$ cat config.mk
export PLATFORM = sky130hd
export DESIGN_NAME = vote_winner_scan
export DESIGN_NICKNAME = d
export VERILOG_FILES = /design/src/rtl/evm_pkg.sv /design/src/rtl/mag_compare.sv /design/src/rtl/vote_winner_scan.sv
export SDC_FILE = /design/constraint.sdc
export NUM_CORES = 1
export LEC_CHECK = 0
export CAP_MARGIN = 15
export CORE_ASPECT_RATIO = 1.5
export CORE_MARGIN = 1.5
export CORE_UTILIZATION = 53
export CTS_CLUSTER_DIAMETER = 60
export CTS_CLUSTER_SIZE = 12
export DETAILED_ROUTE_END_ITERATION = 8
export HOLD_SLACK_MARGIN = 0.1
export PLACE_DENSITY = 0.89
export SYNTH_ARGS = -nofsm -noshare
export SYNTH_HDL_FRONTEND = slang
export SYNTH_HIERARCHICAL = 1
export SYNTH_SLANG_ARGS = --single-unit
$ cat constraint.sdc
create_clock -name clk -period 4.8 [get_ports clk]
set_input_delay 0.96 -clock clk [delete_from_list [all_inputs] [get_ports clk]]
set_output_delay 0.96 -clock clk [all_outputs]
set_load 0.02 [all_outputs]
$ cat src/rtl/evm_pkg.sv
// Shared definitions for the EVM tally path: winner-scan FSM encoding and a width helper.
package evm_pkg;

    typedef enum logic [1:0] {
        ST_IDLE = 2'd0,
        ST_SCAN = 2'd1,
        ST_DONE = 2'd2
    } state_e;

    // ceil(log2(n)), never less than 1 so single-candidate builds keep a 1-bit index
    function automatic int CLOG2(input int n);
        int r;
        r = 1;
        for (int i = 1; i < 31; i++) begin
            if ((1 << i) < n) r = i + 1;
        end
        return r;
    endfunction

endpackage

$ cat src/rtl/mag_compare.sv
// Enabled unsigned magnitude compare of a against b; purely combinational, zero latency.
// All outputs are forced low when en is low; no flow control.
module mag_compare #(
    parameter int WIDTH = 8
) (
    input  logic             en,
    input  logic [WIDTH-1:0] a,
    input  logic [WIDTH-1:0] b,
    output logic             eq,
    output logic             gt,
    output logic             lt
);

    assign eq = en && (a == b);
    assign gt = en && (a > b);
    assign lt = en && (a < b);

endmodule

$ cat src/rtl/vote_winner_scan.sv
// Snapshots NUM_CAND counts and scans one per cycle for the lowest-index maximum; done NUM_CAND cycles after start.
// enable low stalls the scan in place; start is ignored while busy.
module vote_winner_scan
    import evm_pkg::*;
#(
    parameter int  WIDTH    = 8,
    parameter int  NUM_CAND = 4,
    localparam int IDX_W    = CLOG2(NUM_CAND)
) (
    input  logic                      clk,
    input  logic                      rst_n,
    input  logic                      start,
    input  logic                      enable,
    input  logic [NUM_CAND*WIDTH-1:0] counts_in,
    output logic                      busy,
    output logic                      done,
    output logic [IDX_W-1:0]          winner_idx,
    output logic [WIDTH-1:0]          winner_count,
    output logic                      tie,
    output logic                      no_votes
);

    localparam int              PTR_W    = IDX_W + 1;
    localparam logic [PTR_W-1:0] LAST_PTR = PTR_W'(NUM_CAND - 1);

    state_e             state_q, state_d;
    logic [WIDTH-1:0]   snap_q [NUM_CAND];
    logic [WIDTH-1:0]   snap_d [NUM_CAND];
    logic [WIDTH-1:0]   max_q, max_d;
    logic [IDX_W-1:0]   idx_q, idx_d;
    logic               tie_w_q, tie_w_d;
    logic [PTR_W-1:0]   ptr_q, ptr_d;
    logic               busy_q, busy_d;
    logic               done_q, done_d;
    logic [IDX_W-1:0]   win_idx_q, win_idx_d;
    logic [WIDTH-1:0]   win_cnt_q, win_cnt_d;
    logic               tie_q, tie_d;
    logic               nov_q, nov_d;

    logic [WIDTH-1:0]   cur_cnt;
    logic               cmp_eq, cmp_gt, cmp_lt;
    logic               step;

    always_comb begin
        cur_cnt = '0;
        for (int i = 0; i < NUM_CAND; i++) begin
            if (ptr_q == PTR_W'(i)) cur_cnt = snap_q[i];
        end
    end

    mag_compare #(.WIDTH(WIDTH)) u_cmp (
        .en (state_q == ST_SCAN && enable),
        .a  (cur_cnt),
        .b  (max_q),
        .eq (cmp_eq),
        .gt (cmp_gt),
        .lt (cmp_lt)
    );

    // Exactly one relation is reported whenever the comparator is enabled.
    assign step = cmp_gt | cmp_eq | cmp_lt;

    always_comb begin
        state_d   = state_q;
        snap_d    = snap_q;
        max_d     = max_q;
        idx_d     = idx_q;
        tie_w_d   = tie_w_q;
        ptr_d     = ptr_q;
        win_idx_d = win_idx_q;
        win_cnt_d = win_cnt_q;
        tie_d     = tie_q;
        nov_d     = nov_q;

        case (state_q)
            ST_IDLE: begin
                if (start && enable) begin
                    for (int i = 0; i < NUM_CAND; i++) snap_d[i] = counts_in[i*WIDTH +: WIDTH];
                    max_d   = counts_in[WIDTH-1:0];
                    idx_d   = '0;
                    tie_w_d = 1'b0;
                    ptr_d   = PTR_W'(1);
                    state_d = (NUM_CAND == 1) ? ST_DONE : ST_SCAN;
                end
            end
            ST_SCAN: begin
                if (step) begin
                    if (cmp_gt) begin
                        max_d   = cur_cnt;
                        idx_d   = ptr_q[IDX_W-1:0];
                        tie_w_d = 1'b0;
                    end else if (cmp_eq) begin
                        tie_w_d = 1'b1;
                    end
                    ptr_d = ptr_q + PTR_W'(1);
                    if (ptr_q == LAST_PTR) state_d = ST_DONE;
                end
            end
            ST_DONE: state_d = ST_IDLE;
            default: state_d = ST_IDLE;
        endcase

        // Results are published only on the edge into DONE so they hold steady during a scan.
        if (state_d == ST_DONE && state_q != ST_DONE) begin
            win_idx_d = idx_d;
            win_cnt_d = max_d;
            tie_d     = tie_w_d;
            nov_d     = (max_d == '0);
        end

        busy_d = (state_d != ST_IDLE);
        done_d = (state_d == ST_DONE);
    end

    always_ff @(posedge clk or negedge rst_n) begin
        if (!rst_n) begin
            state_q   <= ST_IDLE;
            for (int i = 0; i < NUM_CAND; i++) snap_q[i] <= '0;
            max_q     <= '0;
            idx_q     <= '0;
            tie_w_q   <= 1'b0;
            ptr_q     <= '0;
            busy_q    <= 1'b0;
            done_q    <= 1'b0;
            win_idx_q <= '0;
            win_cnt_q <= '0;
            tie_q     <= 1'b0;
            nov_q     <= 1'b0;
        end else begin
            state_q   <= state_d;
            snap_q    <= snap_d;
            max_q     <= max_d;
            idx_q     <= idx_d;
            tie_w_q   <= tie_w_d;
            ptr_q     <= ptr_d;
            busy_q    <= busy_d;
            done_q    <= done_d;
            win_idx_q <= win_idx_d;
            win_cnt_q <= win_cnt_d;
            tie_q     <= tie_d;
            nov_q     <= nov_d;
        end
    end

    assign busy         = busy_q;
    assign done         = done_q;
    assign winner_idx   = win_idx_q;
    assign winner_count = win_cnt_q;
    assign tie          = tie_q;
    assign no_votes     = nov_q;

endmodule
* Word level (Yosys, flattened, before mapping)
Cells that the tools add are included.
Storage, ports and cells: register bits 62, bits in latches 0, bits in writable memories 0, bits in read-only memories 0, input bits 36, output and inout bits 14, logic and storage cells 66, memories 0
Operators by class: add/subtract/negate cells 1, $mul 0, div/mod/pow operators 0, order comparisons 2, equal/unequal tests 9, shift-type cells 0, mux-type cells 24, bitwise operators 2, reduce and logical (&&, ||, !) cells 13
Operators by type and width (count):
- $mux 8 | 7
- $pmux 8 s2 | 1
- $mux 2 | 6
- $eq 8x8->1 | 1
- $gt 8x8->1 | 1
- $logic_not 8->1 | 1
- $lt 8x8->1 | 1
- $pmux 2 s2 | 2
- $eq 3x2->1 const B | 2
- $logic_and 1x1->1 | 6
- $mux 3 | 2
- $ne 2x2->1 const B | 3
- $pmux 3 s2 | 1
- $mux 1 | 4
- $reduce_bool 2->1 | 2
- $add 3x1->3 const B | 1
- $eq 3x1->1 const B | 1
- $logic_not 3->1 | 1
- $reduce_and 3->1 | 1
- $eq 2x1->1 const B | 1
- $eq 2x2->1 const B | 1
- $logic_not 2->1 | 1
- $or 1x1->1 | 2
- $pmux 1 s2 | 1
- $reduce_and 2->1 | 1

* Depth between registers and ports, before layout
Gate-level depths: netlist of run 1.
word-level depth 13, gate-level depth with buffers 18, gate-level depth less buffers 16

* By module
Netlist of run 1, hierarchy kept.
Modules (own cells, without submodules):
- vote_winner_scan | times used 1, cells each 302, area each 2832.7 sq um, sequential area each 1551.5 sq um
- mag_compare | times used 1, cells each 31, area each 219.0 sq um, sequential area each 0.0 sq um

* Least setup slack after synthesis of run 1
OpenSTA, ideal clock, no wires.
kind register to register, start register ptr_q[1], end register nov_q (netlist: no_votes), setup time 0.066 ns, arrival 3.595 ns, data required time 4.734 ns, slack 1.140 ns, cell stages (with the launch flop) 18, buffers on the path 2, period minus slack after synthesis 3.660 ns, path through dfrtp_1 inv_1 ha_1 buf_2 nor2b_1 a221oi_1 nor2_1 a21o_1 ha_1 nand4_1 a21o_1 a21oi_1 and3b_1 buf_2 nor2_1 a221o_1 a2111oi_2 a31o_1
Between the ends: longest elaborated chain between the ends 13, elaborated cells on any way between the ends 25, those cells by class order compare: 2; eq/ne: 5; mux: 10; bitwise: 2; reduce/logical: 6
Ends and longest elaborated chain:
- start: declaration | line vote_winner_scan.sv:32 | logic [PTR_W-1:0] ptr_q, ptr_d;
- start signal: assignment | line vote_winner_scan.sv:135 | ptr_q <= ptr_d;
- $logic_not 3->1 | line vote_winner_scan.sv:47 | if (ptr_q == PTR_W'(i)) cur_cnt = snap_q[i];
- $mux 8 (3 in a row) | line vote_winner_scan.sv:47
- $mux 8 (*) | line vote_winner_scan.sv:47
- net cur_cnt[7] | line vote_winner_scan.sv:40 | logic [WIDTH-1:0] cur_cnt;
- $gt 8x8->1 (*) | line mag_compare.sv:15 | assign gt = en && (a > b);
- $logic_and 1x1->1 (*) | line mag_compare.sv:15
- net cmp_gt | line vote_winner_scan.sv:41 | logic cmp_eq, cmp_gt, cmp_lt;
- $or 1x1->1 (2 in a row) | line vote_winner_scan.sv:61 | assign step = cmp_gt | cmp_eq | cmp_lt;
- $mux 2 | line vote_winner_scan.sv:87 | if (step) begin
- $pmux 2 s2 | line vote_winner_scan.sv:75 | case (state_q)
- $eq 2x2->1 | line vote_winner_scan.sv:104 | if (state_d == ST_DONE && state_q != ST_DONE) begin
- $logic_and 1x1->1 | line vote_winner_scan.sv:104
- end signal: assignment | line vote_winner_scan.sv:141 | nov_q <= nov_d;
- end: declaration | line vote_winner_scan.sv:38 | logic nov_q, nov_d;
Mark *: on every way through the listed nets, which the timed path passes. The rest lies on a longest branch. A chain may end at the register's enable or synchronous reset.

* Worst setup path after layout of run 1
Same ends and word-level chain as after synthesis.

==> results.py, run 1 <==
metrics = {
    "synthesis": {
        "syn_nets": 382,
        "syn_area_per_cell_um2": 9.16,
        "synth_top_area_frac": 0.508,
        "ys_seq_area_frac": 0.508,
        "async_flop_share": 1.00,
        "synth_edf_count": 0,
        "synth.distinct_cells": 45,
        "yosysMostFrequentCell": "nand2_1",
        "yosysWarnings": 6,
        "ys_ff_latch": 62,
        "synth_area_um2": 3050,
        "yosys-top-cells-area": "dfrtp_1 (51%), nand2_1 (15%), ha_1 (5.3%)",
        "synthCells": 333,
        "netlist_top_cells_count": "nand2_1 (120), dfrtp_1 (62), inv_1 (17), ha_1 (13), a21oi_1 (10)",
        "synth_area_leader_cell": "dfrtp_1",
        "synth_ff_type": "dfrtp_1",
    },
    "floorplan": {
        "die_y_um": 95.9,
        "rows": 33,
        "core_area_um2": 5490,
        "dieArea_um2": 6230,
        "start_util": 0.556,
        "die_width_um": 65.0,
        "num_io_pins": 50,
    },
    "final_layout": {
        "fin_nets": 429,
        "area_growth_pct": 23.7,
        "num_antenna_cells": 0,
        "drive_gt1_frac": 0.0805,
    },
    "route": {
        "route.vias.total": 2544,
        "antenna_left": 0,
        "drt_first_pass_iters": 5,
        "drt-initial-drc-count": 199,
        "routed_wl_um": 7150,
        "drc": 0,
        "via_per_inst": 5.59,
        "wl_per_cell_um": 15.7,
    },
    "worst_hold_path": {
        "holdCritStartpoint": "snap_q[26]$_DFFE_PN0P_",
        "hp-class": "reg2reg",
    },
    "global_route": {
        "grt_use_total": 0.265,
        "top_usage_layer": "met2",
        "grt_util_met3": 0.0713,
        "grt_pass1_wl_um": 12200,
        "grt_pass1_vias": 2675,
        "antenna_found_initial": 0,
        "gr-usage-met2": 0.446,
        "grt-ovfl-total": 0,
        "grt_max_degree": 63,
        "met1_usage": 0.297,
    },
    "timing": {
        "finalSetupTns_ns": 0,
        "rsz0062_at_grt": "no",
        "fin_crit_sh": 0.938,
        "fin_skew_ns": 0.0140,
        "final-setup-viol-count": 0,
        "fin_ws_ns": 0.299,
        "holdWs_ns": 0.468,
        "hold_violations": 0,
        "fmax_mhz": 222,
        "worst_pin_slew_ns": 0.930,
        "relSlewSlack": 0.377,
        "period_minus_slack_ns": 4.50,
        "slew_viol_final": 0,
    },
    "placed_design": {
        "post-place-ws_ns": 0.381,
        "place.gp.congestion": 0.895,
        "portBuffers": 49,
        "dpl.hpwl_um": 5270,
    },
    "worst_setup_path": {
        "crit_family": "compound AO/OA/AOI/OAI gates",
        "crit_type": "reg2reg",
        "worstPathRequired_ns": 5.08,
        "cp_max_fo": 15,
        "crit-reg2reg-launch": "ptr_q[1]$_DFFE_PN0P_",
        "critPathArrivalTime_ns": 4.78,
        "max_stage_delay_ns": 0.46,
        "path_cells": "inv_1 -> ha_1 -> nor2b_1 -> a221oi_1 -> nor2_1 -> a21o_1 -> ha_1 -> nand4_1 -> a21o_1 -> a21oi_1 -> and3b_1 -> nor2_1 -> a221o_1 -> a2111oi_2 -> a31o_1",
        "critPathBufInv": 1,
        "startpoint": "ptr_q[1]$_DFFE_PN0P_",
        "end_kind": "flop",
        "crit_path_start_kind": "flop",
        "cp_slowest_cell": "ha_1",
    },
    "pwr": {
        "worst_ir_drop_vdd_v": 0.000434,
        "p_per_area_nw_per_um2": 674,
        "total_power_w": 0.00254,
        "power_leakage_nw": 1.90,
    },
    "outcome": {
        "outcome": "finished, final reports clean",
    },
    "clock_network": {
        "cts_inserted_buffers": 9,
        "clkTransAtPathRegs_ns": 0.07,
        "htreeDepth": 3,
        "cts_tree": "yes",
        "ctsRootBufferMaster": "clkbuf_8",
        "cts.sink_count": 62,
        "cts_buffer_depth": 2,
        "worstSkewPairLatency_ns": 0.35,
    },
    "flow_run": {
        "maxCapViolations": 0,
    },
}
## through the flow
| stage | utilization | area [um2] | std cells |
|---|---|---|---|
| after global placement | 0.650 | 3570 | 439 |
| after floorplan | - | 3050 | 333 |
| after CTS | 0.687 | 3770 | 455 |
| final | 0.687 | 3770 | 455 |
| after global routing | 0.687 | 3770 | 455 |
| after detailed placement | 0.650 | 3570 | 439 |
## flip-flops by register name, summed over array words and instances (netlist names)
name,cells
no_votes,1
snap_q,32
ptr_q,3
idx_q,2
winner_idx,2
state_q,2
busy,1
winner_count,8
done,1
tie,1
max_q,8
tie_w_q,1
## area by class of cell
cell class	instances	area (um2)
Fill cell	436	1720
Timing Repair Buffer	52	508
Clock buffer	12	155
Clock inverter	4	45.0
Multi-Input combinational cell	236	1360
Tap cell	70	87.6
Sequential cell	62	1550
Inverter	19	71.3
## where the power goes
| group | switching (W) | internal (W) | total (W) | leakage, nW |
|---|---|---|---|---|
| clock network | 0.000194 | 0.000265 | 0.000460 | 0.106 |
| registers | 0.000154 | 0.000744 | 0.000898 | 0.785 |
| logic | 0.000687 | 0.000498 | 0.00118 | 1.01 |
| total | 0.00104 | 0.00151 | 0.00254 | 1.90 |
## placed cells by master, fill, tap and decap left out, types with 5 or more instances in the layout
master	n
nand2_1	120
dfrtp_1	62
clkdlybuf4s50_1	48
inv_1	17
ha_1	13
clkbuf_8	11
a21oi_1	10
a21o_1	9
o21ai_0	8
o211ai_1	7
nand3_1	7
and3b_1	6
mux2_2	6
o221ai_1	5
nor2_1	5
a22oi_1	5
## cell families after synthesis
family,synth area share
flops,0.508
simple gates,0.231
fa+ha+maj,0.0533
buf+inv,0.0484
compound gates,0.137
mux,0.0221
## timing repair
action                     in CTS  in global routing
hold buffers                    0                  0
setup buffers                   0                  0
gates resized for setup         0                  1
setup endpoints to repair       0                  1
## worst register-to-register path: cells and delay by family (launching register included)
family	cells	cell delay [ns]
compound gates	7	2.11
fa+ha+maj	2	0.78
buf+inv	1	0.13
flops	1	0.42
simple gates	5	0.99
## final timing paths
kind	endpoint	slack, ns	depth (start not counted)
min in group asynchronous	snap_q[18]$_DFFE_PN0P_	0.75	2
max	no_votes$_DFFE_PN0P_	0.30	15
max reg2reg	no_votes$_DFFE_PN0P_	0.30	15
min reg2reg	snap_q[26]$_DFFE_PN0P_	0.47	2
min	snap_q[26]$_DFFE_PN0P_	0.47	2
max in group asynchronous	snap_q[15]$_DFFE_PN0P_	3.52	2
## per-layer routing
metal,vias to the layer above,share of wire,wire length (um)
met5,-,0,0
met4,0,0.045,325
met3,25,0.048,340
met2,83,0.53,3760
met1,1220,0.38,2720
li1,1216,-,-
No activity file was read; power rests on OpenSTA's default activity.
==> run 2, diff against run 1 <==
--- a/config.mk
+++ b/config.mk
@@ -18,3 +18,4 @@
 export SYNTH_HDL_FRONTEND = slang
 export SYNTH_HIERARCHICAL = 1
 export SYNTH_SLANG_ARGS = --single-unit
+export TNS_END_PERCENT = 30
==> results of run 2 <==
Final layout, timing and power as in run 1 (identical DEF).
